--- config.mk ---
export PLATFORM = sky130hd
export DESIGN_NAME = memory_stage
export DESIGN_NICKNAME = d
export VERILOG_FILES = /design/src/rtl/memstage_pkg.sv /design/src/rtl/memory_stage_wb_pipereg.sv /design/src/rtl/memory_stage.sv
export SDC_FILE = /design/constraint.sdc
export NUM_CORES = 1
export LEC_CHECK = 0
export ABC_AREA = 1
export BUFFER_PORTS_ARGS = -buffer_cell sky130_fd_sc_hd__buf_2
export CORE_MARGIN = 2
export CORE_UTILIZATION = 48
export CTS_BUF_LIST = sky130_fd_sc_hd__clkbuf_8
export DETAILED_ROUTE_END_ITERATION = 10
export HOLD_SLACK_MARGIN = 0.12
export PLACE_DENSITY_LB_ADDON = 0.25
export SLEW_MARGIN = 0
export SYNTH_ARGS = -nofsm -noshare
export SYNTH_HDL_FRONTEND = slang
export SYNTH_HIERARCHICAL = 1
export SYNTH_SLANG_ARGS = --single-unit
--- constraint.sdc ---
create_clock -name clk -period 2.3 [get_ports clk]
set_clock_uncertainty 0.1 [all_clocks]
set_input_delay 0.46 -clock clk [delete_from_list [all_inputs] [get_ports clk]]
set_output_delay 0.46 -clock clk [all_outputs]
set_load 0.05 [all_outputs]
--- src/rtl/memstage_pkg.sv ---
// Memory stage shared definitions.
// FSM state encoding and default access timeout.
package memstage_pkg;

  localparam int MAX_WAIT_DEF = 15;

  typedef logic [0:0] state_t;

  localparam state_t IDLE = 1'b0;
  localparam state_t WAIT = 1'b1;

endpackage

--- src/rtl/memory_stage_wb_pipereg.sv ---
// M->W pipeline register for the memory stage.
// Loads a bubble while the stage is stalled.
module wb_pipereg (
  input  logic        clk,
  input  logic        rst_n,
  input  logic        stall,
  input  logic        abort,
  input  logic        reg_write,
  input  logic        pc_src,
  input  logic        mem_to_reg,
  input  logic [3:0]  write_addr,
  input  logic [31:0] rdata,
  input  logic [31:0] alu,
  output logic        reg_write_w,
  output logic        pc_src_w,
  output logic [3:0]  write_addr_w,
  output logic [31:0] result_w
);

  logic        mem_to_reg_q;
  logic [31:0] rdata_q;
  logic [31:0] alu_q;

  // Control bits: real instruction on advance, bubble on stall
  always_ff @(posedge clk or negedge rst_n) begin
    if (!rst_n) begin
      reg_write_w <= 1'b0;
      pc_src_w    <= 1'b0;
    end else if (stall) begin
      reg_write_w <= 1'b0;
      pc_src_w    <= 1'b0;
    end else begin
      reg_write_w <= reg_write & ~(abort & mem_to_reg);
      pc_src_w    <= pc_src;
    end
  end

  // Data fields follow the instruction; aborted reads return zero
  always_ff @(posedge clk or negedge rst_n) begin
    if (!rst_n) begin
      write_addr_w <= '0;
      mem_to_reg_q <= 1'b0;
      rdata_q      <= '0;
      alu_q        <= '0;
    end else if (!stall) begin
      write_addr_w <= write_addr;
      mem_to_reg_q <= mem_to_reg;
      rdata_q      <= abort ? '0 : rdata;
      alu_q        <= alu;
    end
  end

  assign result_w = mem_to_reg_q ? rdata_q : alu_q;

endmodule

--- src/rtl/memory_stage.sv ---
// Pipeline memory stage: data-memory handshake,
// wait/timeout FSM and M->W register.
module memory_stage
  import memstage_pkg::*;
#(
  parameter int MAX_WAIT = MAX_WAIT_DEF
) (
  input  logic        clk,
  input  logic        reset,
  input  logic        PCSrcM,
  input  logic        RegWriteM,
  input  logic        MemtoRegM,
  input  logic        MemWriteM,
  input  logic [31:0] ALUResultE,
  input  logic [31:0] WriteDataM,
  input  logic [3:0]  WriteAddrM,
  output logic        MemReq,
  output logic        MemWe,
  output logic [31:0] MemAddr,
  output logic [31:0] MemWData,
  input  logic [31:0] MemRData,
  input  logic        MemReady,
  output logic [31:0] ALUResultM,
  output logic        StallM,
  output logic        BusErr,
  output logic        RegWriteW,
  output logic        PCSrcW,
  output logic [3:0]  WriteAddrW,
  output logic [31:0] ResultW
);

  localparam int CW = $clog2(MAX_WAIT + 1);
  localparam logic [CW-1:0] CNT_MAX = CW'(MAX_WAIT);

  state_t        state;
  logic [CW-1:0] cnt;
  logic          need;
  logic          abort;

  assign need  = MemtoRegM | MemWriteM;
  assign abort = (state == WAIT) & need
               & (cnt == CNT_MAX) & ~MemReady;

  assign MemReq   = reset & need & ~abort;
  assign StallM   = MemReq & ~MemReady;
  assign BusErr   = reset & abort;
  assign MemAddr  = ALUResultM;
  assign MemWData = WriteDataM;
  assign MemWe    = MemWriteM;

  // Access FSM: counter tracks cycles spent in WAIT
  always_ff @(posedge clk or negedge reset) begin
    if (!reset) begin
      state <= IDLE;
      cnt   <= '0;
    end else begin
      unique case (state)
        IDLE: begin
          if (need && !MemReady) begin
            state <= WAIT;
            cnt   <= CW'(1);
          end
        end
        WAIT: begin
          if (!need || MemReady || abort) begin
            state <= IDLE;
            cnt   <= '0;
          end else begin
            cnt <= cnt + CW'(1);
          end
        end
        default: begin
          state <= IDLE;
          cnt   <= '0;
        end
      endcase
    end
  end

  // E->M ALU result, frozen while stalled
  always_ff @(posedge clk or negedge reset) begin
    if (!reset) begin
      ALUResultM <= '0;
    end else if (!StallM) begin
      ALUResultM <= ALUResultE;
    end
  end

  wb_pipereg u_wb (
    .clk          (clk),
    .rst_n        (reset),
    .stall        (StallM),
    .abort        (abort),
    .reg_write    (RegWriteM),
    .pc_src       (PCSrcM),
    .mem_to_reg   (MemtoRegM),
    .write_addr   (WriteAddrM),
    .rdata        (MemRData),
    .alu          (ALUResultM),
    .reg_write_w  (RegWriteW),
    .pc_src_w     (PCSrcW),
    .write_addr_w (WriteAddrW),
    .result_w     (ResultW)
  );

endmodule

# Yosys cells after proc, flatten, opt, wreduce, memory -nomap -nowiden
# Cells that the tools add are included.
# word_totals
regBits,108
latch_bits,0
ramBits,0
mem_bits_ro,0
in_bits,107
output_inout_bits,138
wordCells,41
memories,0
# classes
n_addsub,1
multipliers,0
n_div,0
magnitude_cmp,0
n_eq_ne,2
n_shift,0
muxes,10
bitwise,14
n_reduce_logical,5
# op_table
cell,count
two-way mux 32 bit,2
bitwise AND 1 bit,9
two-way mux 4 bit,2
one-hot mux 4 bit (2 select lines),1
"adder 4 x 1 -> 4 bit, second input constant",1
"equality test 4 bit, second input constant",1
two-way mux 1 bit,4
NOT 1 bit,4
zero test 1 bit,2
logical OR 1 bit,2
"inequality test 2 bit, second input constant",1
one-hot mux 1 bit (2 select lines),1
logical AND 1 bit,1
bitwise OR 1 bit,1

# Longest topological paths before layout
# logic_depth
word_depth,8
mapped_depth,12
mapped_depth_nobuf,9

# Cells and area by module
# The synthesis kept the hierarchy.
# modules_own_cells
module,n_inst,cells_per_inst,area_per_inst_um2,seq_area_each_um2
wb_pipereg,1,374,3114.2,1776.7
memory_stage,1,241,2113.3,925.9

# Least setup slack after synthesis
# Ideal clock, no wire load.
# synth_path
path_kind,register -> output
startpoint,register cnt[0]
endpoint,output MemReq
t_arrival_ps,1972
required_ps,1740
path_slack_ps,-232
stages_incl_launch_ff,7
path_buffers,0
cell_sequence,dfrtp_1 > ha_1 > nand2_2 > nor2_4 > inv_2 > nor2_1 > nor3_1
# synth_between
elab_chain_cells,5
# synth_lines
element,line_no,rtl
start: declaration,memory_stage.sv:36,logic [CW-1:0] cnt;
start signal: assignment,memory_stage.sv:69,cnt <= cnt + CW'(1);
equality test 4 bit,memory_stage.sv:42,& (cnt == CNT_MAX) & ~MemReady;
bitwise AND 1 bit (2 in series),memory_stage.sv:42,
net abort,memory_stage.sv:38,logic abort;
NOT 1 bit,memory_stage.sv:44,assign MemReq = reset & need & ~abort;
bitwise AND 1 bit,memory_stage.sv:44,
end: declaration,memory_stage.sv:17,"output logic MemReq,"
# The timed path passes the listed nets, and every way through them passes these cells.

# Worst setup path in the final report
# layout_path
startpoint,register u_wb.mem_to_reg_q
endpoint,output ResultW[7]
# layout_between
elab_chain_cells,1
# layout_lines
element,line_no,rtl
start: declaration,memory_stage_wb_pipereg.sv:20,logic mem_to_reg_q;
start signal: assignment,memory_stage_wb_pipereg.sv:47,mem_to_reg_q <= mem_to_reg;
two-way mux 32 bit,memory_stage_wb_pipereg.sv:53,assign result_w = mem_to_reg_q ? rdata_q : alu_q;
end: declaration,memory_stage.sv:29,output logic [31:0] ResultW
# Every way passes these cells.

==> results.md <==
- The number of buffers inserted during clock tree synthesis is 9.
- The post-synthesis sequential element count is 108.
- The smallest clock period supported by the final layout is computed as 2230 ps.
- The distinct cell type count after synthesis is 25.
- OpenSTA, run right after detailed placement, puts the worst setup slack at 293 ps.
- The iteration-0 DRC count of the detailed router is ~230.
- The row count is 38.
- Entering global routing, the biggest net connects between 100 and 150 pins.
- The fraction of the mapped netlist area in compound gates is 0.0651.
- The number of placed instances, taps included, is roughly 850.
- In the post-route analysis, the smallest setup slack over all paths is roughly 73 ps.
- The tightest slew margin relative to the limit is 0.668.
- The type of the worst min-delay path is input port to register.
- The wire length of the first global-routing pass is about 18,000 um.
- The slew at the pin closest to its max-slew limit is just under 500 ps.
- After synthesis, the largest family of logic cells by area is simple AND/OR/NAND/NOR gates.
- Dividing total power by cell area gives a power density of about 800 nW/um2.
- Measured along the x axis, the die boundary spans between 100 and 150 um.
- The routed design uses just over 800 um of met3 wire.
- After synthesis, the most frequently instantiated cells are sky130_fd_sc_hd__nand2_1, sky130_fd_sc_hd__dfrtp_1, sky130_fd_sc_hd__buf_4.
- The overflow left after global routing is 0.
- For the worst setup path, the data required time is between 1500 and 2000 ps.
- The DRC violation count after routing is 0.
- The fraction of layout instances using a drive strength above 1 is 0.318.
- The portion of synthesized area spent on multiplexers is 0.
- The type of destination of the critical path is an output pin.
- The share of synthesized registers carrying an async set or reset is 1.00.
- The sequential share of power is 0.456.
- After detailed routing, no signal wire sits above met4.
- The buffer levels on the longest clock path is 2.
- The relative area change from synthesis to final layout is 14.8%.
- The effective utilization at floorplan is 0.486.
- Of the available clock period, the critical path in the final layout requires 0.968.
- The synthesized net count is between 700 and 800.
- The synthesis warning total is 6.
- The final antenna-violating net count is 0.
- The floorplan step defined a die boundary enclosing ~12,000 um2.
- The largest fanout on the critical path is 29.
- The total number of nets in the final design is 830.
- Routability-driven placement finished with a final weighted congestion of approximately 0.77.
- The number of antenna diodes in the final layout is 0.
- The final core area utilization is 0.559.
- By startpoint and endpoint, the worst setup path is classified as register to output pin.
- The adder-cell share of the synthesized area is 0.00239.
- The clock tree from TritonCTS is built.
- The number of maximum-capacitance violations is 0.
- The die boundary height is between 100 and 150 um.
- Of the post-synthesis cell area, the dominant cell type holds 0.517.
- Ranked by total cell area, the synthesized netlist is headed by sky130_fd_sc_hd__dfrtp_1, sky130_fd_sc_hd__nand2_1, sky130_fd_sc_hd__buf_4.
- The highest clock frequency the design can meet is 449 MHz.
- The arrival time of the worst setup path is around 1700 ps.
- In this run the mean area of a mapped cell was 8.50 um2.
- The type of element launching the critical path is a register.
- Registers take about 2700 um2.
- The share of total power dissipated in combinational logic is 0.290.
- In the global route stage, overall resource usage came out at 0.201.
- The leakage component of the power is 0.00333 uW.
- The via count of the routed design is ~4,200.
- The number of hold-slack violations in the final timing report is 0.
- The total standard cell area after synthesis is 5230 um2.
- The insertion delay of the later-clocked pin in the worst-skew pair is between 300 and 400 ps.
- The mean number of vias per cell is just under 5.
- The largest total area in the synthesized netlist belongs to sky130_fd_sc_hd__dfrtp_1.
- The initial antenna violation count came to 0.
- The count of flip-flops with a built-in enable after synthesis is 0.
- Internal power comes to 3010 uW.
- For this run, the register share of the synthesized area comes to 0.517.
- The number of detailed-route iterations in the first pass is 5.
- The register-to-register setup slack is 380 ps.
- The flow ran to the end, and the final reports show no timing, DRC or antenna violations.
- The I/O pin total is between 200 and 250.
- Of the total power, the clock network draws 0.254.
- The wire length the detailed router placed on met1 is approximately 5200 um.
- The placed instances occupy a cell area of approximately 5700 um2.
- The number of max-slew violations in the final report is 0.
- The design draws between 4000 and 5000 uW.
- The via count of the first global-routing pass is roughly 3,800.
- After routing the design area is ~6000 um2.
- The detailed placer's ending HPWL is between 7000 and 8000 um.
- The total wirelength of the detailed-routed design is approximately 12,000 um.
- The area taken by multi-input logic gates is ~1700 um2.
- In this run the power spent charging and discharging nets is 1770 uW.
- Of the total synthesized cell area, the portion taken by AND, OR, NAND and NOR gates is 0.243.
- The count of fill cells added during filler insertion is approximately 1,000.
- The H-tree depth reported by CTS is 3.
- Dividing the detail-routed wire length by the instance count gives around 14 um.
- During placement, the flow inserted port buffers numbering 180.
- IR analysis of the VDD net gives a maximum drop of 0.317 mV.
- Setup violations remaining at the end of the flow were counted as 0.
- The prevailing post-synth register cell is sky130_fd_sc_hd__dfrtp_1.
- The synthesized instance count is about 620.
- The finished layout holds between 800 and 900 standard cells, fillers aside.
- The number of sinks on the clock net is ~110.
- The synthesized-area fraction occupied by xor and xnor cells is 0.00168.
- After detailed routing, the met2 layer carries 5670 um of wire.
- Clock-pin slew was measured on the worst setup and hold paths at 100 ps.
- The most common cell in the synthesized netlist is sky130_fd_sc_hd__nand2_1.
- The area inside the core boundary is between 10,000 and 15,000 um2.
- The master cell of the clock root buffer is sky130_fd_sc_hd__clkbuf_8.
- The switching share of total power is 0.370.
[metrics by stage]
step / hold WS, ps / setup TNS, ps
after floorplan: 64.4 / 0
after global placement: 357 / 0
after detailed placement: 362 / 0
after CTS: 153 / 0
after global routing: 171 / -15.7
final: 175 / 0
[placed cells by master, fill, tap and decap left out, types with 2 or more instances in the layout]
cell type	synthesis	layout
sky130_fd_sc_hd__nand2_1	207	207
sky130_fd_sc_hd__buf_2	10	173
sky130_fd_sc_hd__dfrtp_1	108	107
sky130_fd_sc_hd__nand3_1	68	68
sky130_fd_sc_hd__o21ai_1	57	57
sky130_fd_sc_hd__inv_1	36	39
sky130_fd_sc_hd__nand2_2	12	12
sky130_fd_sc_hd__buf_4	71	12
sky130_fd_sc_hd__clkbuf_8	0	9
sky130_fd_sc_hd__o21ai_0	7	7
sky130_fd_sc_hd__nor2_1	6	5
sky130_fd_sc_hd__buf_12	1	5
sky130_fd_sc_hd__nor2_4	2	3
sky130_fd_sc_hd__clkbuf_4	0	3
sky130_fd_sc_hd__inv_2	3	2
sky130_fd_sc_hd__nor3_2	0	2
sky130_fd_sc_hd__clkinv_2	0	2
sky130_fd_sc_hd__bufinv_16	0	2
sky130_fd_sc_hd__buf_6	7	2
[critical path, stage by stage (launching register included)]
cell,delay (ps)
sky130_fd_sc_hd__dfrtp_4,580
sky130_fd_sc_hd__buf_12,200
sky130_fd_sc_hd__o21ai_0,240
sky130_fd_sc_hd__clkbuf_4,280
[cell families (layout without fill, tap and decap cells)]
family,Yosys count,after routing
AOI/OAI and AO/OA,67,67
xor gates and xnor gates,1,1
DFF,108,108
and+or+nand+nor,299,299
buffers and inverters,139,251
adders and majority gates,1,1
[sequential cells by signal, indices dropped and copies added, names as in the netlist]
signal / count
u_wb/reg_write_w: 1
ALUResultM: 32
u_wb/mem_to_reg_q: 1
cnt: 4
u_wb/alu_q: 32
u_wb/pc_src_w: 1
u_wb/rdata_q: 32
u_wb/write_addr_w: 4
state: 1
[layout make-up]
class / count / area share
inverter: 39 / 0.0246
clock inverter: 7 / 0.0142
timing repair buffer: 196 / 0.185
tap: 140 / 0.0292
clock buffer: 9 / 0.0206
sequential: 108 / 0.451
multi-input combinational: 368 / 0.275
[per-layer routing]
layer	up-vias	track usage
met2	149	0.331
met4	0	0.0760
met5	-	0
met3	16	0.0392
li1	2079	-
met1	1983	0.263
[power by group through the flow]
stage | combinational [uW] | sequential (uW) | clock, uW
floorplan | 1040 | 2390 | 0
global placement | 1360 | 2210 | 0
CTS | 1390 | 2180 | 1260
detailed placement | 1370 | 2220 | 0
global route | 1490 | 2200 | 1330
finish | 1390 | 2180 | 1210
[path summary, 6_finish.rpt]
kind	start	end	cells after the start
setup / recovery	u_wb/mem_to_reg_q	ResultW[7]	3
hold / removal	ALUResultE[2]	ALUResultM[2]	3
setup reg to reg	cnt[1]	u_wb/rdata_q[16]	10
hold reg to reg	u_wb/rdata_q[20]	u_wb/rdata_q[20]	2
max in group asynchronous	reset	u_wb/mem_to_reg_q	3
min in group asynchronous	reset	u_wb/rdata_q[27]	3
[timing repair]
action                                  CTS  global route
hold buffers                              1             0
pin swaps                                 0             1
cloned                                    0             0
resized for setup                         7             4
hold endpoints to repair                108             0
buffers inserted                          1             2
endpoints found under the setup margin    6             6
No activity file was read; power rests on OpenSTA's default activity.
